[src/rtl/mips_multicycle_core.sv]
// -----------------------------------------------------------------------------
// mips_multicycle_core
//   Multicycle MIPS-subset core with a single stallable memory port shared by
//   instruction fetch and data accesses. Register file and PC live inside.
//
// Parameters
//   RESET_PC       PC loaded on reset.
//   REG_RESET_CLR  1: all GPRs cleared on reset; 0: GPRs keep contents (r0
//                  always reads as zero either way).
//
// Ports
//   clk        in   system clock, all state on the rising edge
//   rst        in   synchronous active-high reset
//   mem_req    out  memory access request (FETCH / MEM states)
//   mem_we     out  1 = store, 0 = read
//   mem_addr   out  word-aligned byte address
//   mem_wdata  out  store data
//   mem_rdata  in   read data, valid when mem_req && mem_ready
//   mem_ready  in   transfer completes when mem_req && mem_ready
//   retire     out  one-cycle pulse per completed instruction
//   halted     out  core sits in HALT (sticky until rst)
//   pc_dbg     out  current PC
//
// Build option
//   MIPS_ILLEGAL_TRAP_EN  defined: unknown opcode/funct halts the core
//                         (pc left at faulting+4, no retire).
//                         undefined: unknown opcode/funct retires as a NOP.
// -----------------------------------------------------------------------------
module mips_multicycle_core #(
    parameter logic [31:0] RESET_PC      = 32'h0000_0000,
    parameter bit          REG_RESET_CLR = 1'b1
) (
    input  logic        clk,
    input  logic        rst,
    output logic        mem_req,
    output logic        mem_we,
    output logic [31:0] mem_addr,
    output logic [31:0] mem_wdata,
    input  logic [31:0] mem_rdata,
    input  logic        mem_ready,
    output logic        retire,
    output logic        halted,
    output logic [31:0] pc_dbg
);
    localparam logic [2:0] S_FETCH  = 3'd0;
    localparam logic [2:0] S_DECODE = 3'd1;
    localparam logic [2:0] S_EXEC   = 3'd2;
    localparam logic [2:0] S_MEM    = 3'd3;
    localparam logic [2:0] S_WB     = 3'd4;
    localparam logic [2:0] S_HALT   = 3'd5;

    localparam logic [5:0] OP_RTYPE = 6'h00;
    localparam logic [5:0] OP_J     = 6'h02;
    localparam logic [5:0] OP_BEQ   = 6'h04;
    localparam logic [5:0] OP_ADDI  = 6'h08;
    localparam logic [5:0] OP_LW    = 6'h23;
    localparam logic [5:0] OP_SW    = 6'h2B;

    logic [2:0]  state_q, state_d;
    logic [31:0] pc_q, pc_d;
    logic [31:0] ir_q, ir_d;
    logic [31:0] a_q, a_d;
    logic [31:0] b_q, b_d;
    logic [31:0] imm_q, imm_d;
    logic [31:0] alu_q, alu_d;
    logic [31:0] mdr_q, mdr_d;
    logic        retire_q, retire_d;
    logic [31:0] rf_q [0:31];

    logic [5:0]  opcode, funct;
    logic [4:0]  rs, rt, rd;
    logic [31:0] alu_res;
    logic        legal;
    logic        rf_we;
    logic [4:0]  rf_waddr;
    logic [31:0] rf_wdata;
    logic        unused_shamt;

    assign opcode       = ir_q[31:26];
    assign rs           = ir_q[25:21];
    assign rt           = ir_q[20:16];
    assign rd           = ir_q[15:11];
    assign funct        = ir_q[5:0];
    assign unused_shamt = ^ir_q[10:6];

    // ALU result and legality of the instruction currently in IR.
    always_comb begin
        alu_res = a_q + imm_q;
        legal   = 1'b1;
        case (opcode)
            OP_RTYPE: begin
                case (funct)
                    6'h20:   alu_res = a_q + b_q;
                    6'h22:   alu_res = a_q - b_q;
                    6'h24:   alu_res = a_q & b_q;
                    6'h25:   alu_res = a_q | b_q;
                    6'h2A:   alu_res = {31'd0, $signed(a_q) < $signed(b_q)};
                    default: legal = 1'b0;
                endcase
            end
            OP_J, OP_BEQ, OP_ADDI, OP_LW, OP_SW: legal = 1'b1;
            default: legal = 1'b0;
        endcase
    end

    always_comb begin
        state_d  = state_q;
        pc_d     = pc_q;
        ir_d     = ir_q;
        a_d      = a_q;
        b_d      = b_q;
        imm_d    = imm_q;
        alu_d    = alu_q;
        mdr_d    = mdr_q;
        retire_d = 1'b0;
        case (state_q)
            S_FETCH: begin
                if (mem_ready) begin
                    ir_d    = mem_rdata;
                    pc_d    = pc_q + 32'd4;
                    state_d = S_DECODE;
                end
            end
            S_DECODE: begin
                // r0 is forced to zero at the read side so it never needs storage.
                a_d   = (rs == 5'd0) ? 32'd0 : rf_q[rs];
                b_d   = (rt == 5'd0) ? 32'd0 : rf_q[rt];
                imm_d = {{16{ir_q[15]}}, ir_q[15:0]};
                if (opcode == OP_J) begin
                    pc_d     = {pc_q[31:28], ir_q[25:0], 2'b00};
                    retire_d = 1'b1;
                    state_d  = S_FETCH;
                end else begin
                    state_d = S_EXEC;
                end
            end
            S_EXEC: begin
                if (!legal) begin
`ifdef MIPS_ILLEGAL_TRAP_EN
                    state_d = S_HALT;
`else
                    retire_d = 1'b1;
                    state_d  = S_FETCH;
`endif
                end else if (opcode == OP_BEQ) begin
                    // pc already points past the branch here.
                    if (a_q == b_q) pc_d = pc_q + (imm_q << 2);
                    retire_d = 1'b1;
                    state_d  = S_FETCH;
                end else begin
                    alu_d   = alu_res;
                    state_d = (opcode == OP_LW || opcode == OP_SW) ? S_MEM : S_WB;
                end
            end
            S_MEM: begin
                if (mem_ready) begin
                    if (opcode == OP_SW) begin
                        retire_d = 1'b1;
                        state_d  = S_FETCH;
                    end else begin
                        mdr_d   = mem_rdata;
                        state_d = S_WB;
                    end
                end
            end
            S_WB: begin
                retire_d = 1'b1;
                state_d  = S_FETCH;
            end
            S_HALT:  state_d = S_HALT;
            default: state_d = S_FETCH;
        endcase
    end

    always_ff @(posedge clk) begin
        if (rst) begin
            state_q  <= S_FETCH;
            pc_q     <= RESET_PC;
            ir_q     <= '0;
            a_q      <= '0;
            b_q      <= '0;
            imm_q    <= '0;
            alu_q    <= '0;
            mdr_q    <= '0;
            retire_q <= 1'b0;
        end else begin
            state_q  <= state_d;
            pc_q     <= pc_d;
            ir_q     <= ir_d;
            a_q      <= a_d;
            b_q      <= b_d;
            imm_q    <= imm_d;
            alu_q    <= alu_d;
            mdr_q    <= mdr_d;
            retire_q <= retire_d;
        end
    end

    // Write-back: rd for R-type, rt otherwise; r0 writes dropped here.
    assign rf_waddr = (opcode == OP_RTYPE) ? rd : rt;
    assign rf_wdata = (opcode == OP_LW) ? mdr_q : alu_q;
    assign rf_we    = (state_q == S_WB) && (rf_waddr != 5'd0);

    always_ff @(posedge clk) begin
        if (rst && REG_RESET_CLR) begin
            for (int i = 0; i < 32; i++) rf_q[i] <= '0;
        end else if (rf_we) begin
            rf_q[rf_waddr] <= rf_wdata;
        end
    end

    // Bus outputs are decoded from state; rst masks them so an in-flight
    // request is dropped in the same cycle reset is seen.
    always_comb begin
        mem_req   = 1'b0;
        mem_we    = 1'b0;
        mem_addr  = '0;
        mem_wdata = '0;
        if (!rst) begin
            if (state_q == S_FETCH) begin
                mem_req  = 1'b1;
                mem_addr = pc_q;
            end else if (state_q == S_MEM) begin
                mem_req  = 1'b1;
                mem_addr = {alu_q[31:2], 2'b00};
                if (opcode == OP_SW) begin
                    mem_we    = 1'b1;
                    mem_wdata = b_q;
                end
            end
        end
    end

    assign retire = retire_q;
    assign halted = (state_q == S_HALT);
    assign pc_dbg = pc_q;

endmodule

[config.mk]
export PLATFORM = sky130hd
export DESIGN_NAME = mips_multicycle_core
export DESIGN_NICKNAME = d
export VERILOG_FILES = /design/src/rtl/mips_multicycle_core.sv
export SDC_FILE = /design/constraint.sdc
export NUM_CORES = 2
export LEC_CHECK = 0
export ABC_AREA = 1
export BUFFER_PORTS_ARGS = -buffer_cell sky130_fd_sc_hd__buf_2
export CORE_UTILIZATION = 30
export CTS_CLUSTER_DIAMETER = 200
export DETAILED_ROUTE_END_ITERATION = 7
export PLACE_DENSITY = 0.5
export SYNTH_ARGS = -nofsm -noshare
export SYNTH_HDL_FRONTEND = slang
export SYNTH_SLANG_ARGS = --single-unit
export TNS_END_PERCENT = 100
[constraint.sdc]
create_clock -name clk -period 4.62 [get_ports clk]
set_input_delay 0.924 -clock clk [delete_from_list [all_inputs] [get_ports clk]]
set_output_delay 0.924 -clock clk [all_outputs]
set_load 0.02 [all_outputs]
== Word level (Yosys, flattened, before mapping) ==
Memories as Yosys holds them, arrays and structs flattened. A register that Yosys moved wholly into a read port is not among the register bits.
Index checks and enable logic that the tools add are counted.
Widths: inputs -> output; s select.

* $add $sub $neg: 5
* Order comparisons: 1
* Eq/ne operators: 22
* Muxes and demuxes: 53
* Bitwise logic cells: 5
* Reduce and logical (&&, ||, !) cells: 18

{| class="wikitable"
|+ Operators by type and width
! kind !! number
|-
| $mux 32 || 16
|-
| $pmux 32 s5 || 1
|-
| $add 32x32->32 || 3
|-
| $pmux 32 s3 || 1
|-
| $eq 6x6->1 const B || 7
|-
| $add 32x3->32 const B || 1
|-
| $and 32x32->32 || 1
|-
| $eq 32x32->1 || 1
|-
| $lt 32x32->1 || 1
|-
| $or 32x32->32 || 1
|-
| $reduce_or 32->1 || 1
|-
| $sub 32x32->32 || 1
|-
| $mux 5 || 6
|-
| $mux 28 || 1
|-
| $mux 1 || 18
|-
| $mux 3 || 6
|-
| $pmux 3 s5 || 1
|-
| $ne 2x2->1 const B || 6
|-
| $reduce_and 6->1 || 2
|-
| $logic_not 5->1 || 2
|-
| $reduce_or 5->1 || 2
|-
| $eq 3x2->1 const B || 2
|-
| $eq 3x3->1 const B || 2
|-
| $eq 6x2->1 const B || 1
|-
| 16 further kinds || 20
|}

* Register bits after elaboration: 212
* Memory bits (writable): 1,024
* Input bits: 35
* Output and inout bits: 100
* Word-level logic and storage cells: 115
* Memories kept: 1

{| class="wikitable"
|+ Memory list
! memory !! words !! bits a word !! read ports !! clocked after memory_dff !! wr ports !! RTL line !! text
|-
| rf_q || 32 || 32 || 2 || 2 || 32 || 68 || <nowiki>logic [31:0] rf_q [0:31];</nowiki>
|}

== Depth between registers and ports, before layout ==
* Depth in word-level cells: 9
* Depth in mapped cells: 20
* Mapped depth without buffers: 20

== Worst setup path before layout ==
OpenSTA, ideal clock, no wires.

* Path type: input to output
* From: input port rst
* To: output port mem_wdata[10]
* Arrival: 2.390 ns
* Required time: 3.696 ns
* Setup slack: 1.306 ns
* Stages on the path: 5
* Buffers on the path: 2
* Cell sequence: clkbuf_1 nor3_1 inv_1 clkbuf_1 nor2_1

* Longest elaborated chain between the ends: 1

{| class="wikitable"
|+ Ends and longest elaborated chain
! element !! RTL line !! text
|-
| from (decl) || 34 || <nowiki>input logic rst,</nowiki>
|-
| $mux 32 || 219 || <nowiki>if (!rst) begin</nowiki>
|-
| to (decl) || 38 || <nowiki>output logic [31:0] mem_wdata,</nowiki>
|}

Every way passes these cells.

== Final worst setup path ==
* From: register state_q[2]
* To: output port mem_addr[2]

* Longest elaborated chain between the ends: 4
* Elaborated cells between the ends (all ways): 5
* Classes of those cells: eq/ne: 1; mux: 3; reduce/logical: 1

{| class="wikitable"
|+ Ends and longest elaborated chain
! element !! RTL line !! text
|-
| from (decl) || 59 || <nowiki>logic [2:0] state_q, state_d;</nowiki>
|-
| from (signal assigned) || 187 || <nowiki>state_q <= state_d;</nowiki>
|-
| $eq 3x2->1 || 223 || <nowiki>end else if (state_q == S_MEM) begin</nowiki>
|-
| $mux 32 || 223 ||
|-
| $mux 32 * || 220 || <nowiki>if (state_q == S_FETCH) begin</nowiki>
|-
| $mux 32 * || 219 ||
|-
| to (decl) || 37 || <nowiki>output logic [31:0] mem_addr,</nowiki>
|}

Every way passes the cells marked *; elsewhere a longest branch is shown, timed or not.

==> impl_metrics.env <==
export IMPL_clkSinkCount=1244
export IMPL_intPower_mw=21.5
export IMPL_synth_warnings=0
export IMPL_swShare_pct=36.6
export IMPL_synthTopCellsByArea="edfxtp_1 (42%), nand2_1 (8.5%), nor2_1 (8.2%), dfxtp_1 (6.1%), a21oi_1 (4.4%)"
export IMPL_r2r_start="ir_q[31]$_SDFFE_PP0P_"
export IMPL_grt_usage_pct=25.3
export IMPL_cts_buffer_depth=3
export IMPL_critical_path_class="flip-flop to output pin"
export IMPL_seqPwrFrac_pct=39.1
export IMPL_ys_seq_area_share_pct=48.6
export IMPL_cts_root_buffer="clkbuf_16"
export IMPL_synth_seq_cells=1244
export IMPL_vias=67000
export IMPL_layout_commonest_cell="nand2_1"
export IMPL_whs_ns=0.415
export IMPL_syn_cell_area_mm2=0.0724
export IMPL_grt_ovfl_total=0
export IMPL_cp_max_fo=29
export IMPL_required_ns=3.70
export IMPL_slowest_stage="inv_1"
export IMPL_clk_pin_slew_ns=0.08
export IMPL_avgSynthCellArea_um2=8.38
export IMPL_layout_nets=8697
export IMPL_ioPinCount=135
export IMPL_numCtsBuffers=147
export IMPL_finalHoldViolCount=0
export IMPL_setup_violations=0
export IMPL_cts_setup_buffers=0
export IMPL_layout_cells_non_filler=11800
export IMPL_grt_pass1_vias=62600
export IMPL_min_delay_start="mem_rdata[3]"
export IMPL_fin_tns_setup_ns=0
export IMPL_gp_congestion=0.965
export IMPL_h_tree_depth=4
export IMPL_grt_start_max_net_pins=113
export IMPL_fin_area_mm2=0.0822
export IMPL_skew_ns=0.0577
export IMPL_viasPerCell=5.69
export IMPL_drive_gt1_share_pct=8.50
export IMPL_r2r_setup_slack_ns=0.89
export IMPL_postCtsHoldBufs=0
export IMPL_async_flop_share_pct=0
export IMPL_outcome="complete, no violations"
export IMPL_p_comb_share_pct=27.0
export IMPL_cts_resized=0
export IMPL_cp_start_kind="flip-flop"
export IMPL_clockPowerShare_pct=33.9
export IMPL_wl_per_cell_um=27.0
export IMPL_place_hpwl_um=215000
export IMPL_cp_slowest_stage_delay_ns=0.36
export IMPL_synth_cells=8638
export IMPL_r2r_cells=13
export IMPL_synth_main_ff_cell="edfxtp_1"
export IMPL_power_density_mw_per_mm2=412
export IMPL_syn_to_final_growth_pct=13.6
export IMPL_yosys_area_top_type="edfxtp_1"
export IMPL_leakage_nw=28.8
export IMPL_slew_violations=0
export IMPL_clock_latency_ns=0.83
export IMPL_r2r_end="alu_q[7]$_SDFFE_PP0P_"
export IMPL_port_buffers=130
export IMPL_cts_tree="done"
export IMPL_min_path_type="input port to flip-flop"
export IMPL_core_mm2=0.239
export IMPL_drc_errors=0
export IMPL_antenna_found_initial=8
export IMPL_num_rows=179
export IMPL_clock_fmax_mhz=251
export IMPL_synth_top_area_share_pct=42.5
export IMPL_ant_nets=0
export IMPL_place_area_mm2=0.0776
export IMPL_vdd_drop_max_uv=280
export IMPL_synth_distinct_cells=49
export IMPL_min_path_cells=3
export IMPL_die_width_um=493
export IMPL_worstPathCellList="nor2_1 > inv_1 > nor2_2 > inv_1 > buf_4 > nand2_1 > inv_1 > nor2_1 > inv_1 > a211oi_1 > buf_2"
export IMPL_drt_pass1_iter_count=6
export IMPL_die_area_mm2=0.243
export IMPL_routed_wl_um=318000
export IMPL_final_cell_mix="nand2_1 (1581), nor2_1 (1568), edfxtp_1 (1024)"
export IMPL_end_kind="output pin"
export IMPL_crit_arrival_ns=3.06
export IMPL_utilization_pct=34.4
export IMPL_start_util_pct=30.3
export IMPL_period_share_pct=86.2
export IMPL_chipHeight_um=493
export IMPL_grt_pass1_wl_um=450000
export IMPL_endpoint="mem_addr[2]"
export IMPL_drtIter0Drc=8478
export IMPL_maxSlewHeadroom_pct=18.9
export IMPL_cap_violations=0
export IMPL_synth_edf_count=1024
export IMPL_worstMarginPinSlew_ns=1.22
export IMPL_p_switching_mw=12.4
export IMPL_crit_path_start="state_q[2]$_SDFFE_PP0P_"
export IMPL_cpMostUsedCell="inv_1"
export IMPL_dp_cells=11500
export IMPL_post_route_min_period_ns=3.98
export IMPL_rsz0062_at_grt="false"
## power by group through the flow
| stage | Clock [mW] | Combinational, mW | Sequential (mW) |
|---|---|---|---|
| 2_1_floorplan | 0 | 5.27 | 13.2 |
| 3_3_place_gp | 0 | 8.81 | 13.4 |
| 3_5_place_dp | 0 | 8.87 | 13.5 |
| 4_1_cts | 11.6 | 8.90 | 13.2 |
| 5_1_grt | 12.0 | 9.70 | 13.3 |
| 6_report | 11.5 | 9.14 | 13.2 |
## Yosys cell counts (2+ instances only)
cell and n:
a211oi_1 24, a21boi_0 2, a21o_1 7, a21oi_1 634, a31oi_1 16, a32oi_1 256
and2_1 4, buf_1 40, buf_2 48, buf_4 4, clkbuf_1 635, clkinv_1 6
dfxtp_1 220, edfxtp_1 1024, fa_1 4, ha_1 171, inv_1 492, inv_2 5
mux2i_1 256, nand2_1 1632, nand2_2 12, nand3_1 414, nand3b_1 6, nand4_1 40
nor2_1 1572, nor3_1 32, nor3_4 3, nor3b_1 2, nor4_1 6, nor4_2 2
o2111ai_1 9, o211ai_1 259, o21a_1 5, o21ai_0 466, o21ai_1 2, o21ai_2 4
o21bai_1 20, o221ai_1 257, o22ai_1 8, or2_2 10, xnor2_1 5, xor2_1 17
## critical path: cells and delay by family (launching register included)
kind            cells  cell delay [ns]
simple gates        4             0.56
buf+inv             6             1.03
flops               1             0.35
compound gates      1             0.31
## how the worst min path moves through the flow
stage                     slack (ns)                     end
after detailed placement        0.45  mdr_q[21]$_SDFFE_PP0P_
after CTS                       0.38   mdr_q[3]$_SDFFE_PP0P_
after global placement          0.44  mdr_q[23]$_SDFFE_PP0P_
final                           0.41   mdr_q[3]$_SDFFE_PP0P_
after global routing            0.41   ir_q[26]$_SDFFE_PP0P_
after floorplan                 0.42  mdr_q[10]$_SDFFE_PP0P_
## state kept, by name, summed over array words and instances, names as in the netlist, 3 cells and up, named ones only
name and cells:
a_q 32, alu_q 32, b_q 32, imm_q 16, ir_q 32, mdr_q 32
pc_dbg 30, rf_q 1024, state_q 3
## final cells by class
type	count	area (um^2)
Fill cell	24500	157000
Clock inverter	70	623
Clock buffer	202	4010
Tap cell	3167	3960
Sequential cell	1244	35200
Multi-Input combinational cell	6199	33100
Inverter	503	1910
Antenna cell	6	15.0
Timing Repair Buffer	392	3360
## cells by family after synthesis
kind of cell               after synthesis  share of synthesized area [%]
xor gates and xnor gates                22                          0.266
adders and majority gates              175                           3.07
DFF                                   1244                           48.6
muxes                                  256                           3.54
AOI/OAI and AO/OA                     1973                           17.5
other                                    1                        0.00518
buffers and inverters                 1230                           6.48
and+or+nand+nor                       3737                           20.5
## per-stage QoR
stage	worst slack [ns]	power, mW
after global routing	0.409	35.0
after detailed placement	0.944	22.3
final	0.639	33.9
after global placement	0.879	22.2
after CTS	0.598	33.7
after floorplan	1.31	18.5
## metal layers
metal | up-vias | part of all wire (%) | global-route usage (%)
met1 | 33000 | 42 | 34.5
met2 | 3505 | 44 | 39.1
met3 | 570 | 8.9 | 4.09
met4 | 2 | 4.8 | 11.5
met5 | - | 0.0035 | 0
li1 | 30000 | - | -
No activity file was read; power rests on OpenSTA's default activity.
